<file path="src/rtl/mc_control_fsm.sv">
// Multi-cycle main controller: sequences fetch/decode/execute/memory/writeback and drives datapath selects.
// Optional ILLEGAL_TRAP_EN: unknown opcodes park the FSM in TRAP and set illegal_instr.
module mc_control_fsm #(
  parameter int MEM_TIMEOUT = 15,
  parameter int CNT_W       = 4,
  parameter int RETIRE_W    = 32
) (
  input  logic                clk,
  input  logic                srst,
  input  logic [6:0]          op,
  input  logic [2:0]          funct3,
  input  logic                funct7b5,
  input  logic                zero,
  input  logic                mem_ready,
  output logic                pc_write,
  output logic                adr_src,
  output logic                mem_w,
  output logic                ir_write,
  output logic [1:0]          result_src,
  output logic [1:0]          alu_src_a,
  output logic [1:0]          alu_src_b,
  output logic [2:0]          alu_control,
  output logic [1:0]          imm_src,
  output logic                reg_w,
  output logic                bus_err,
  output logic                illegal_instr,
  output logic [RETIRE_W-1:0] retire_cnt,
  output logic [3:0]          state_o
);

  localparam logic [3:0] S_FETCH    = 4'h0;
  localparam logic [3:0] S_DECODE   = 4'h1;
  localparam logic [3:0] S_MEMADR   = 4'h2;
  localparam logic [3:0] S_MEMREAD  = 4'h3;
  localparam logic [3:0] S_MEMWB    = 4'h4;
  localparam logic [3:0] S_MEMWRITE = 4'h5;
  localparam logic [3:0] S_EXECR    = 4'h6;
  localparam logic [3:0] S_EXECI    = 4'h7;
  localparam logic [3:0] S_ALUWB    = 4'h8;
  localparam logic [3:0] S_BEQ      = 4'h9;
  localparam logic [3:0] S_JAL      = 4'hA;
  localparam logic [3:0] S_TRAP     = 4'hF;

  localparam logic [6:0] OP_LW  = 7'b0000011;
  localparam logic [6:0] OP_SW  = 7'b0100011;
  localparam logic [6:0] OP_R   = 7'b0110011;
  localparam logic [6:0] OP_I   = 7'b0010011;
  localparam logic [6:0] OP_BEQ = 7'b1100011;
  localparam logic [6:0] OP_JAL = 7'b1101111;

  logic [3:0]       state, state_nx;
  logic [CNT_W-1:0] wait_cnt;
  logic             waiting, retire_ev;
  logic [2:0]       alu_fn;

  assign state_o = state;

  always_comb begin
    state_nx = state;
    case (state)
      S_FETCH:    if (mem_ready) state_nx = S_DECODE;
      S_DECODE: begin
        case (op)
          OP_LW, OP_SW: state_nx = S_MEMADR;
          OP_R:         state_nx = S_EXECR;
          OP_I:         state_nx = S_EXECI;
          OP_BEQ:       state_nx = S_BEQ;
          OP_JAL:       state_nx = S_JAL;
`ifdef ILLEGAL_TRAP_EN
          default:      state_nx = S_TRAP;
`else
          default:      state_nx = S_FETCH;
`endif
        endcase
      end
      S_MEMADR:   state_nx = (op == OP_SW) ? S_MEMWRITE : S_MEMREAD;
      S_MEMREAD:  if (mem_ready) state_nx = S_MEMWB;
      S_MEMWB:    state_nx = S_FETCH;
      S_MEMWRITE: if (mem_ready) state_nx = S_FETCH;
      S_EXECR,
      S_EXECI:    state_nx = S_ALUWB;
      S_ALUWB:    state_nx = S_FETCH;
      S_BEQ:      state_nx = S_FETCH;
      S_JAL:      state_nx = S_ALUWB;
      S_TRAP:     state_nx = S_TRAP;
      default:    state_nx = S_FETCH;
    endcase
  end

  // Subtract only for R-type with funct7[5]; immediate forms never subtract.
  always_comb begin
    case (funct3)
      3'b000:  alu_fn = (op[5] && funct7b5) ? 3'b001 : 3'b000;
      3'b010:  alu_fn = 3'b101;
      3'b110:  alu_fn = 3'b011;
      3'b111:  alu_fn = 3'b010;
      default: alu_fn = 3'b000;
    endcase
  end

  always_comb begin
    case (op)
      OP_SW:   imm_src = 2'b01;
      OP_BEQ:  imm_src = 2'b10;
      OP_JAL:  imm_src = 2'b11;
      default: imm_src = 2'b00;
    endcase
  end

  always_comb begin
    pc_write    = 1'b0;
    adr_src     = 1'b0;
    mem_w       = 1'b0;
    ir_write    = 1'b0;
    result_src  = 2'b00;
    alu_src_a   = 2'b00;
    alu_src_b   = 2'b00;
    alu_control = 3'b000;
    reg_w       = 1'b0;
    case (state)
      // Strobes are gated by srst so nothing fires while reset is held.
      S_FETCH: begin
        alu_src_b  = 2'b10;
        result_src = 2'b10;
        ir_write   = mem_ready & srst;
        pc_write   = mem_ready & srst;
      end
      S_DECODE: begin
        alu_src_a = 2'b01;
        alu_src_b = 2'b01;
      end
      S_MEMADR: begin
        alu_src_a = 2'b10;
        alu_src_b = 2'b01;
      end
      S_MEMREAD:  adr_src = 1'b1;
      S_MEMWB: begin
        result_src = 2'b01;
        reg_w      = 1'b1;
      end
      S_MEMWRITE: begin
        adr_src = 1'b1;
        mem_w   = 1'b1;
      end
      S_EXECR: begin
        alu_src_a   = 2'b10;
        alu_control = alu_fn;
      end
      S_EXECI: begin
        alu_src_a   = 2'b10;
        alu_src_b   = 2'b01;
        alu_control = alu_fn;
      end
      S_ALUWB:    reg_w = 1'b1;
      S_BEQ: begin
        alu_src_a   = 2'b10;
        alu_control = 3'b001;
        pc_write    = zero;
      end
      S_JAL: begin
        alu_src_a = 2'b01;
        alu_src_b = 2'b10;
        pc_write  = 1'b1;
      end
      default: ;
    endcase
  end

  assign waiting   = ((state == S_FETCH) || (state == S_MEMREAD) || (state == S_MEMWRITE)) && !mem_ready;
  assign retire_ev = (state == S_MEMWB) || (state == S_ALUWB) || (state == S_BEQ) ||
                     ((state == S_MEMWRITE) && mem_ready);

  always_ff @(posedge clk or negedge srst) begin
    if (!srst) begin
      state      <= S_FETCH;
      wait_cnt   <= '0;
      bus_err    <= 1'b0;
      retire_cnt <= '0;
    end else begin
      state <= state_nx;
      if (retire_ev) retire_cnt <= retire_cnt + 1'b1;
      // Counter saturates at the timeout; the FSM itself keeps waiting.
      if (waiting) begin
        if (wait_cnt != CNT_W'(MEM_TIMEOUT)) wait_cnt <= wait_cnt + 1'b1;
        if (wait_cnt >= CNT_W'(MEM_TIMEOUT - 1)) bus_err <= 1'b1;
      end else begin
        wait_cnt <= '0;
      end
    end
  end

`ifdef ILLEGAL_TRAP_EN
  always_ff @(posedge clk or negedge srst) begin
    if (!srst)                  illegal_instr <= 1'b0;
    else if (state_nx == S_TRAP) illegal_instr <= 1'b1;
  end
`else
  assign illegal_instr = 1'b0;
`endif

endmodule

</file>
<file path="config.mk">
export PLATFORM = sky130hd
export DESIGN_NAME = mc_control_fsm
export DESIGN_NICKNAME = d
export VERILOG_FILES = /design/src/rtl/mc_control_fsm.sv
export SDC_FILE = /design/constraint.sdc
export NUM_CORES = 1
export LEC_CHECK = 0
export BUFFER_PORTS_ARGS = -buffer_cell sky130_fd_sc_hd__buf_2
export CORE_MARGIN = 5
export CORE_UTILIZATION = 26
export DETAILED_ROUTE_END_ITERATION = 6
export PLACE_DENSITY = 0.43
export SKIP_LAST_GASP = 1
export SYNTH_ARGS = -nofsm -noshare
export SYNTH_HDL_FRONTEND = slang
export SYNTH_SLANG_ARGS = --single-unit
</file>
<file path="constraint.sdc">
create_clock -name clk -period 5.7 [get_ports clk]
set_clock_uncertainty 0.2 [all_clocks]
set_input_delay 0.855 -clock clk [delete_from_list [all_inputs] [get_ports clk]]
set_output_delay 0.855 -clock clk [all_outputs]
set_load 0.02 [all_outputs]
</file>
* Yosys cells after proc, flatten, opt, wreduce, memory -nomap -nowiden
Index checks and enable logic that the tools add are counted.
** Word-level totals
- Bits in registers :: 41
- Word-level logic and storage cells :: 75
- Input bits :: 15
** Cells by class
- Reductions and logical operators :: 22
- Muxes and demuxes :: 20
- $lt $le $gt $ge :: 1
- $add $sub $neg :: 2
- Bitwise gates (word level) :: 1
- Equality and inequality tests :: 25
** Operator list (count)
- adder 32 x 1 -> 32 bit, second input constant :: 1
- case mux 4 bit (7 select lines) :: 1
- two-way mux 4 bit :: 5
- case mux 4 bit (5 select lines) :: 1
- equality test 4 x 3 -> 1 bit, second input constant :: 4
- equality test 4 bit, second input constant :: 4
- equality test 7 x 6 -> 1 bit, second input constant :: 2
- equality test 7 bit, second input constant :: 2
- case mux 2 bit (2 select lines) :: 3
- case mux 3 bit (4 select lines) :: 1
- OR reduction 2 bit :: 6
- equality test 4 x 2 -> 1 bit, second input constant :: 2
- equality test 7 x 2 -> 1 bit, second input constant :: 1
- equality test 7 x 5 -> 1 bit, second input constant :: 1
- equality test 3 bit, second input constant :: 2
- inequality test 2 bit, second input constant :: 3
- case mux 2 bit (3 select lines) :: 1
- case mux 3 bit (2 select lines) :: 1
- OR reduction 3 bit :: 2
- logical OR 1 bit :: 5
- two-way mux 1 bit :: 5
- adder 4 x 1 -> 4 bit, second input constant :: 1
- equality test 4 x 1 -> 1 bit, second input constant :: 1
- >= comparator 4 bit, second input constant :: 1
- 13 further kinds :: 15

* Logic depth before layout (Yosys ltp)
Gate-level depths: netlist of run 1.
- Depth in word-level cells :: 5
- Depth in mapped cells :: 6

* Least setup slack after synthesis of run 1
OpenSTA, ideal clock, no wires.
- Path type :: register to output
- Start point :: reg state[3] (netlist: state_o[3])
- End point :: out pc_write
- Slack :: 2554 ps
- Required time :: 4645 ps
- Stages on the path, launching flop included :: 6
- Arrival time :: 2091 ps
- Path buffers :: 1
- Path through :: dfrtp_1 -> or2_2 -> clkbuf_1 -> nor3_1 -> and3_1 -> o21bai_1
** Between the ends
- Longest elaborated chain between the ends :: 2
- Elaborated cells on any way between the ends :: 4
- Those cells by class :: eq/ne: 2; mux: 1; reduce/logical: 1
** Ends and longest elaborated chain
- from (decl) :: RTL line 51 : logic [3:0] state, state_nx;
- from (signal assigned) :: RTL line 180 : state <= state_nx;
- equality test 4 bit or zero test 4 bit (tied branches) :: RTL line 120 : case (state)
- case mux 1 bit (3 select lines) * :: RTL line 120
- to (decl) :: RTL line 15 : output logic pc_write,
Every way passes the cells marked *; elsewhere a longest branch is shown, timed or not.

* Worst setup path after layout of run 1
- Start point :: reg state[2] (netlist: state_o[2])
- End point :: out alu_control[0]
** Between the ends
- Longest elaborated chain between the ends :: 3
- Elaborated cells on any way between the ends :: 5
- Those cells by class :: eq/ne: 3; mux: 1; reduce/logical: 1
** Ends and longest elaborated chain
- equality test 4 x 3 -> 1 bit :: RTL line 120
- OR reduction 2 bit (no line)
- case mux 3 bit (2 select lines) * :: RTL line 120
- to (decl) :: RTL line 22 : output logic [2:0] alu_control,
Marks and branches as above.

==> results of run 1 <==
## sequential cells by signal (all words and copies together) (netlist names)
name and cells:
state_o 4, wait_cnt 4, retire_cnt 32, bus_err 1
## Yosys cell counts, drive strengths merged (2+ instances only)
cell type,number
and2,2
nand4,13
o22ai,2
nor3b,3
nor4b,2
nor3,9
nand3,18
dfrtp,41
a31oi,3
a22o,3
a211oi,2
buf,3
and3,10
nor4,7
nand2,22
nand2b,7
nor2,20
o21ai,9
xnor2,21
clkbuf,7
ha,3
nor2b,7
a21oi,4
xor2,15
inv,3
and4,3
o21bai,2
## final cells by class
cell class | count | area [um2]
clock buffer | 5 | 68.8
timing repair buffer | 68 | 343
inverter | 3 | 11.3
sequential | 41 | 1030
clock inverter | 1 | 5.00
fill | 942 | 5900
multi-input combinational | 198 | 1270
tap | 108 | 135
## cell usage in the layout (no fill, tap or decap), types with 2 or more instances in the layout
| cell | n |
|---|---|
| o22ai_1 | 2 |
| and4_1 | 3 |
| inv_1 | 3 |
| and3_1 | 10 |
| nor3b_1 | 3 |
| nand2b_1 | 7 |
| ha_1 | 3 |
| nor2b_1 | 7 |
| a211oi_1 | 2 |
| a31oi_1 | 3 |
| xor2_1 | 15 |
| nand4_1 | 13 |
| a22o_1 | 3 |
| nor4_1 | 7 |
| a21oi_1 | 4 |
| nand3_1 | 17 |
| nand2_1 | 22 |
| clkbuf_8 | 5 |
| xnor2_1 | 21 |
| dfrtp_1 | 41 |
| buf_2 | 67 |
| and2_1 | 2 |
| nor3_1 | 9 |
| o21bai_1 | 2 |
| nor2_1 | 20 |
| o21ai_0 | 8 |
## worst max-delay path, stage by stage (launching register included)
cell and delay, ps:
dfrtp_1 620, nand2b_1 310, or4b_2 690, o21ai_0 90
buf_2 190
## routing by layer
metal  wire length (um)  track usage  vias up
met5                  0            0        -
met4                 85       0.0384        0
met3                358       0.0296       10
met2               2480        0.170       55
li1                   -            -     1022
met1               2970        0.146      926
## report_power, final
| part | internal [mW] | switching, mW |
|---|---|---|
| Combinational | 0.0893 | 0.136 |
| Clock | 0.0806 | 0.0952 |
| Sequential | 0.311 | 0.0529 |
## worst max path at each step
stage                     end  slack [ps]  cells past startpoint
6_report       alu_control[0]        2460                      4
2_1_floorplan        pc_write        2550                      5
5_1_grt        alu_control[0]        2270                      4
3_3_place_gp         pc_write        2660                      5
4_1_cts        alu_control[0]        2430                      4
3_5_place_dp         pc_write        2650                      5
## logic make-up after synthesis
group / count (synthesis) / share of synthesized area
AO/OA/AOI/OAI: 29 / 0.0831
AND/OR/NAND/NOR: 127 / 0.297
buffers and inverters: 13 / 0.0229
XOR/XNOR: 36 / 0.134
adder cells (fa/ha/maj): 3 / 0.0160
flip-flops: 41 / 0.437
other: 1 / 0.00160
multiplexers: 2 / 0.00905
## stage by stage
stage	utilization	hold WS (ps)	cells	cell area, um2
floorplan	-	359	252	2350
global placement	0.318	258	418	2790
detailed placement	0.318	264	418	2790
CTS	0.326	279	424	2860
global route	0.326	305	424	2860
finish	0.326	274	424	2860
==> impl_metrics.csv, run 1 <==
group,metric,value,unit
yosys,synth_area_leader_cell,"dfrtp_1",
final_layout,n_antenna_cell,0,
worst_setup_path,critPathRequiredTime,4640,ps
hold_path,min_to,"retire_cnt[31]$_DFFE_PN0P_",
yosys,ys.flop_type,"dfrtp_1",
worst_setup_path,rr_startpoint,"state_o[2]$_DFFE_PN0P_",
floorplanning,die_width,105,um
worst_setup_path,startpoint,"state_o[2]$_DFFE_PN0P_",
timing,drv_slew,0,
worst_setup_path,critPathLaunchType,"register",
power_and_ir_drop,cellPowerDensity,267,mW/mm2
yosys,syn-num-nets,270,
worst_setup_path,endpoint_kind,"output pin",
clock_tree,cts_hold_buffers,0,
timing,max_freq,0.309,GHz
floorplanning,dieArea,0.0110,mm2
timing,rsz0062_at_grt,"false",
worst_setup_path,cp.arrival,2190,ps
yosys,synth_cell_types,43,
drt,drt_pass1_iterations,3,
yosys,synth-edff-count,0,
global_routing,grt_overflow,0,
yosys,synthesis.area,0.00235,mm2
worst_setup_path,critPathKind,"register to output pin",
hold_path,hold_path_depth,1,
clock_tree,cts_num_sinks,41,
drt,ant_nets,0,
placed_design,portBuffers,67,
yosys,syn_avg_cell_area,9.32,um2
worst_setup_path,reg2reg_slack,3220,ps
global_routing,grt_pass1_wl,10100,um
final_layout,final_nets,335,
worst_setup_path,worstReg2RegEnd,"retire_cnt[23]$_DFFE_PN0P_",
timing,period_share,0.569,
drt,initialDrtViolationCount,44,
global_routing,grt_usage,0.109,
clock_tree,h-tree-depth,2,
clock_tree,clockBufferDepth,2,
yosys,ys_seq_area_frac,0.437,
clock_tree,insertion_delay,290,ps
timing,hold_viol_final,0,
timing,timing_worst_slew_pin_value,884,ps
floorplanning,ios,69,
clock_tree,cts_resized,0,
outcome,status,"completed",
placed_design,place.gp.congestion,0.760,
global_routing,grt_max_degree,43,
yosys,synth_seq_cells,41,
yosys,ys_async_sr_fraction,1.00,
yosys,synthCells,252,
worst_setup_path,r2r_cells,5,
clock_tree,cts_setup_buffers,0,
hold_path,worstHoldPathType,"register to register",
timing,setup_tns,0,ps
timing,min_period,3240,ps
timing,setup-violations-final,0,
final_layout,syn_to_final_growth,21.7,%
floorplanning,initial_utilization,0.268,
floorplanning,core-area,0.00876,mm2
power_and_ir_drop,leakagePower,1.41,nW
drt,drc,0,
power_and_ir_drop,peakVddDrop,0.151,mV
drt,wl,5890,um
global_routing,antenna_found_initial,0,
timing,max-slew-margin-rel,0.411,
drt,wl_per_cell,13.9,um
drt,avgViaCountPerCell,4.75,
timing,worst_slack,2460,ps
clock_tree,cts-buffers-inserted,5,
placed_design,pre_cts_ws,2650,ps
floorplanning,die_h,105,um
final_layout,drive_gt1_frac,0.253,
yosys,ys_warn_count,0,
run,max_cap_viol_count,0,
clock_tree,cts_root_buffer,"clkbuf_8",
yosys,yosysTopAreaCellShare,0.437,
hold_path,worstHoldStart,"retire_cnt[31]$_DFFE_PN0P_",
placed_design,dp_hpwl,4300,um
worst_setup_path,crit_fanout,14,
yosys,yosys-top-cells-area,"dfrtp_1 44%, xnor2_1 7.8%, xor2_1 5.6%",
clock_tree,cts.clk_slew.worst_paths,80,ps
drt,vias,2013,
clock_tree,cts_tree,"yes",
global_routing,grt_pass1_vias,2093,
floorplanning,num_rows,34,
power_and_ir_drop,p_total,0.764,mW
No activity file was read; power rests on OpenSTA's default activity.
==> run 2: changes to the inputs <==
Clock period 5.7 ns to 3.2 ns, I/O delays scaled along.
==> run 2 against run 1 <==
Compared with the run above: worst hold slack got worse by 150 ps; critical endpoint unchanged; wire length rose by 2.1%; global-route usage rose by 0.21 points; final area rose by 1.2%; cell count rose by 0.71%; highest routed layer unchanged; setup slack got worse by 2100 ps; critical path type unchanged; non-clock buffer count rose by 1; first-iteration DRC count rose by 41%.
==> impl_metrics.csv, run 2 (synthesis gave the netlist of run 1 again) <==
group,metric,value,unit
clock_tree,h-tree-depth,2,
clock_tree,cts-buffers-inserted,5,
worst_setup_path,reg2reg_slack,700,ps
clock_tree,cts_num_sinks,41,
timing,period_share,0.899,
worst_setup_path,worstReg2RegEnd,"retire_cnt[17]$_DFFE_PN0P_",
drt,vias,2066,
final_layout,final_cell_mix,"67 x buf_2, 41 x dfrtp_1, 22 x nand2_1, 21 x xnor2_1, 20 x nor2_1",
drt,ant_nets,0,
timing,max-slew-margin-rel,0.541,
final_layout,final_common_cell,"buf_2",
timing,min_period,2880,ps
drt,initialDrtViolationCount,62,
final_layout,largest_reg_flops,32,
clock_tree,cts_root_buffer,"clkbuf_8",
power_and_ir_drop,peakVddDrop,0.270,mV
drt,drc,0,
timing,timing_worst_slew_pin_value,682,ps
power_and_ir_drop,cellPowerDensity,494,mW/mm2
final_layout,seqCellArea,0.00103,mm2
final_layout,finalNonFillerCells,427,
final_layout,drive_gt1_frac,0.260,
run,max_cap_viol_count,0,
clock_tree,cts.clk_slew.worst_paths,80,ps
timing,setup-violations-final,0,
worst_setup_path,critPathRequiredTime,2520,ps
floorplanning,die_width,105,um
clock_tree,cts_hold_buffers,0,
final_layout,syn_to_final_growth,23.2,%
global_routing,antenna_found_initial,0,
final_layout,final_core_util,0.330,
timing,drv_slew,0,
floorplanning,core-area,0.00876,mm2
floorplanning,dieArea,0.0110,mm2
global_routing,grt_pass1_wl,10300,um
final_layout,fill_cells,943,
worst_setup_path,crit_fanout,14,
worst_setup_path,cp.arrival,2200,ps
timing,setup_tns,0,ps
placed_design,portBuffers,67,
final_layout,n_antenna_cell,0,
clock_tree,insertion_delay,290,ps
worst_setup_path,r2r_cells,5,
drt,wl_per_cell,14.1,um
placed_design,dp_hpwl,4410,um
clock_tree,cts_resized,0,
power_and_ir_drop,p_total,1.43,mW
clock_tree,cts_setup_buffers,0,
outcome,status,"completed",
drt,drt_pass1_iterations,4,
final_layout,multi_input_area,0.00127,mm2
floorplanning,die_h,105,um
timing,max_freq,0.348,GHz
placed_design,place_area,0.00279,mm2
clock_tree,clockBufferDepth,2,
global_routing,grt_overflow,0,
placed_design,place.gp.congestion,0.747,
global_routing,grt_usage,0.111,
worst_setup_path,critPathKind,"register to output pin",
clock_tree,cts_tree,"yes",
timing,hold_viol_final,0,
final_layout,top_register,"retire_cnt",
global_routing,grt_max_degree,42,
floorplanning,ios,69,
worst_setup_path,endpoint_kind,"output pin",
timing,rsz0062_at_grt,"false",
floorplanning,initial_utilization,0.268,
global_routing,grt_pass1_vias,2033,
floorplanning,num_rows,34,
final_layout,final_area,0.00289,mm2
drt,wl,6010,um
hold_path,worstHoldPathType,"primary input to async pin",
worst_setup_path,critPathLaunchType,"register",
final_layout,final_nets,336,
drt,avgViaCountPerCell,4.84,
worst_setup_path,rr_startpoint,"state_o[2]$_DFFE_PN0P_",
power_and_ir_drop,leakagePower,1.43,nW
placed_design,dp.cells,419,
-- run 2: stage by stage --
step | hold slack, ps | worst slack (ps)
after floorplan | -15.6 | 429
after global placement | 257 | 703
after detailed placement | 262 | 645
after CTS | 150 | 307
after global routing | 178 | 154
final | 121 | 323
-- run 2: worst max path at each step --
stage          slack [ps]             end                   start  cells after the start
6_report              320  alu_control[0]  state_o[2]$_DFFE_PN0P_                      4
5_1_grt               150  alu_control[0]  state_o[2]$_DFFE_PN0P_                      4
4_1_cts               310  alu_control[0]  state_o[2]$_DFFE_PN0P_                      4
3_3_place_gp          700  alu_control[0]  state_o[2]$_DFFE_PN0P_                      4
2_1_floorplan         430        pc_write  state_o[3]$_DFFE_PN0P_                      5
3_5_place_dp          650  alu_control[0]  state_o[2]$_DFFE_PN0P_                      4
-- run 2: layout make-up --
class | instances | area share
clock buffer | 7 | 0.0333
multi-input combinational | 198 | 0.439
sequential | 41 | 0.355
tap | 108 | 0.0467
timing repair buffer | 69 | 0.121
inverter | 3 | 0.00389
clock inverter | 1 | 0.00173
-- run 2: per-layer routing --
layer	track usage	wire, um	vias up
met5	0	0	-
met4	0.0301	64	0
met3	0.0302	385	6
met2	0.167	2550	64
met1	0.158	3010	970
li1	-	-	1026
-- run 2: worst max-delay path, cell delays in order (launching register included) --
cell and delay, ps:
dfrtp_1 630, nand2b_1 310, or4b_2 690, o21ai_0 90, buf_2 190
-- run 2: power by group --
part           leakage [nW]  total [mW]  switching, mW  internal (mW)
Sequential            0.562       0.643         0.0891          0.553
Clock                0.0542       0.375          0.180          0.195
Combinational         0.812       0.413          0.251          0.161
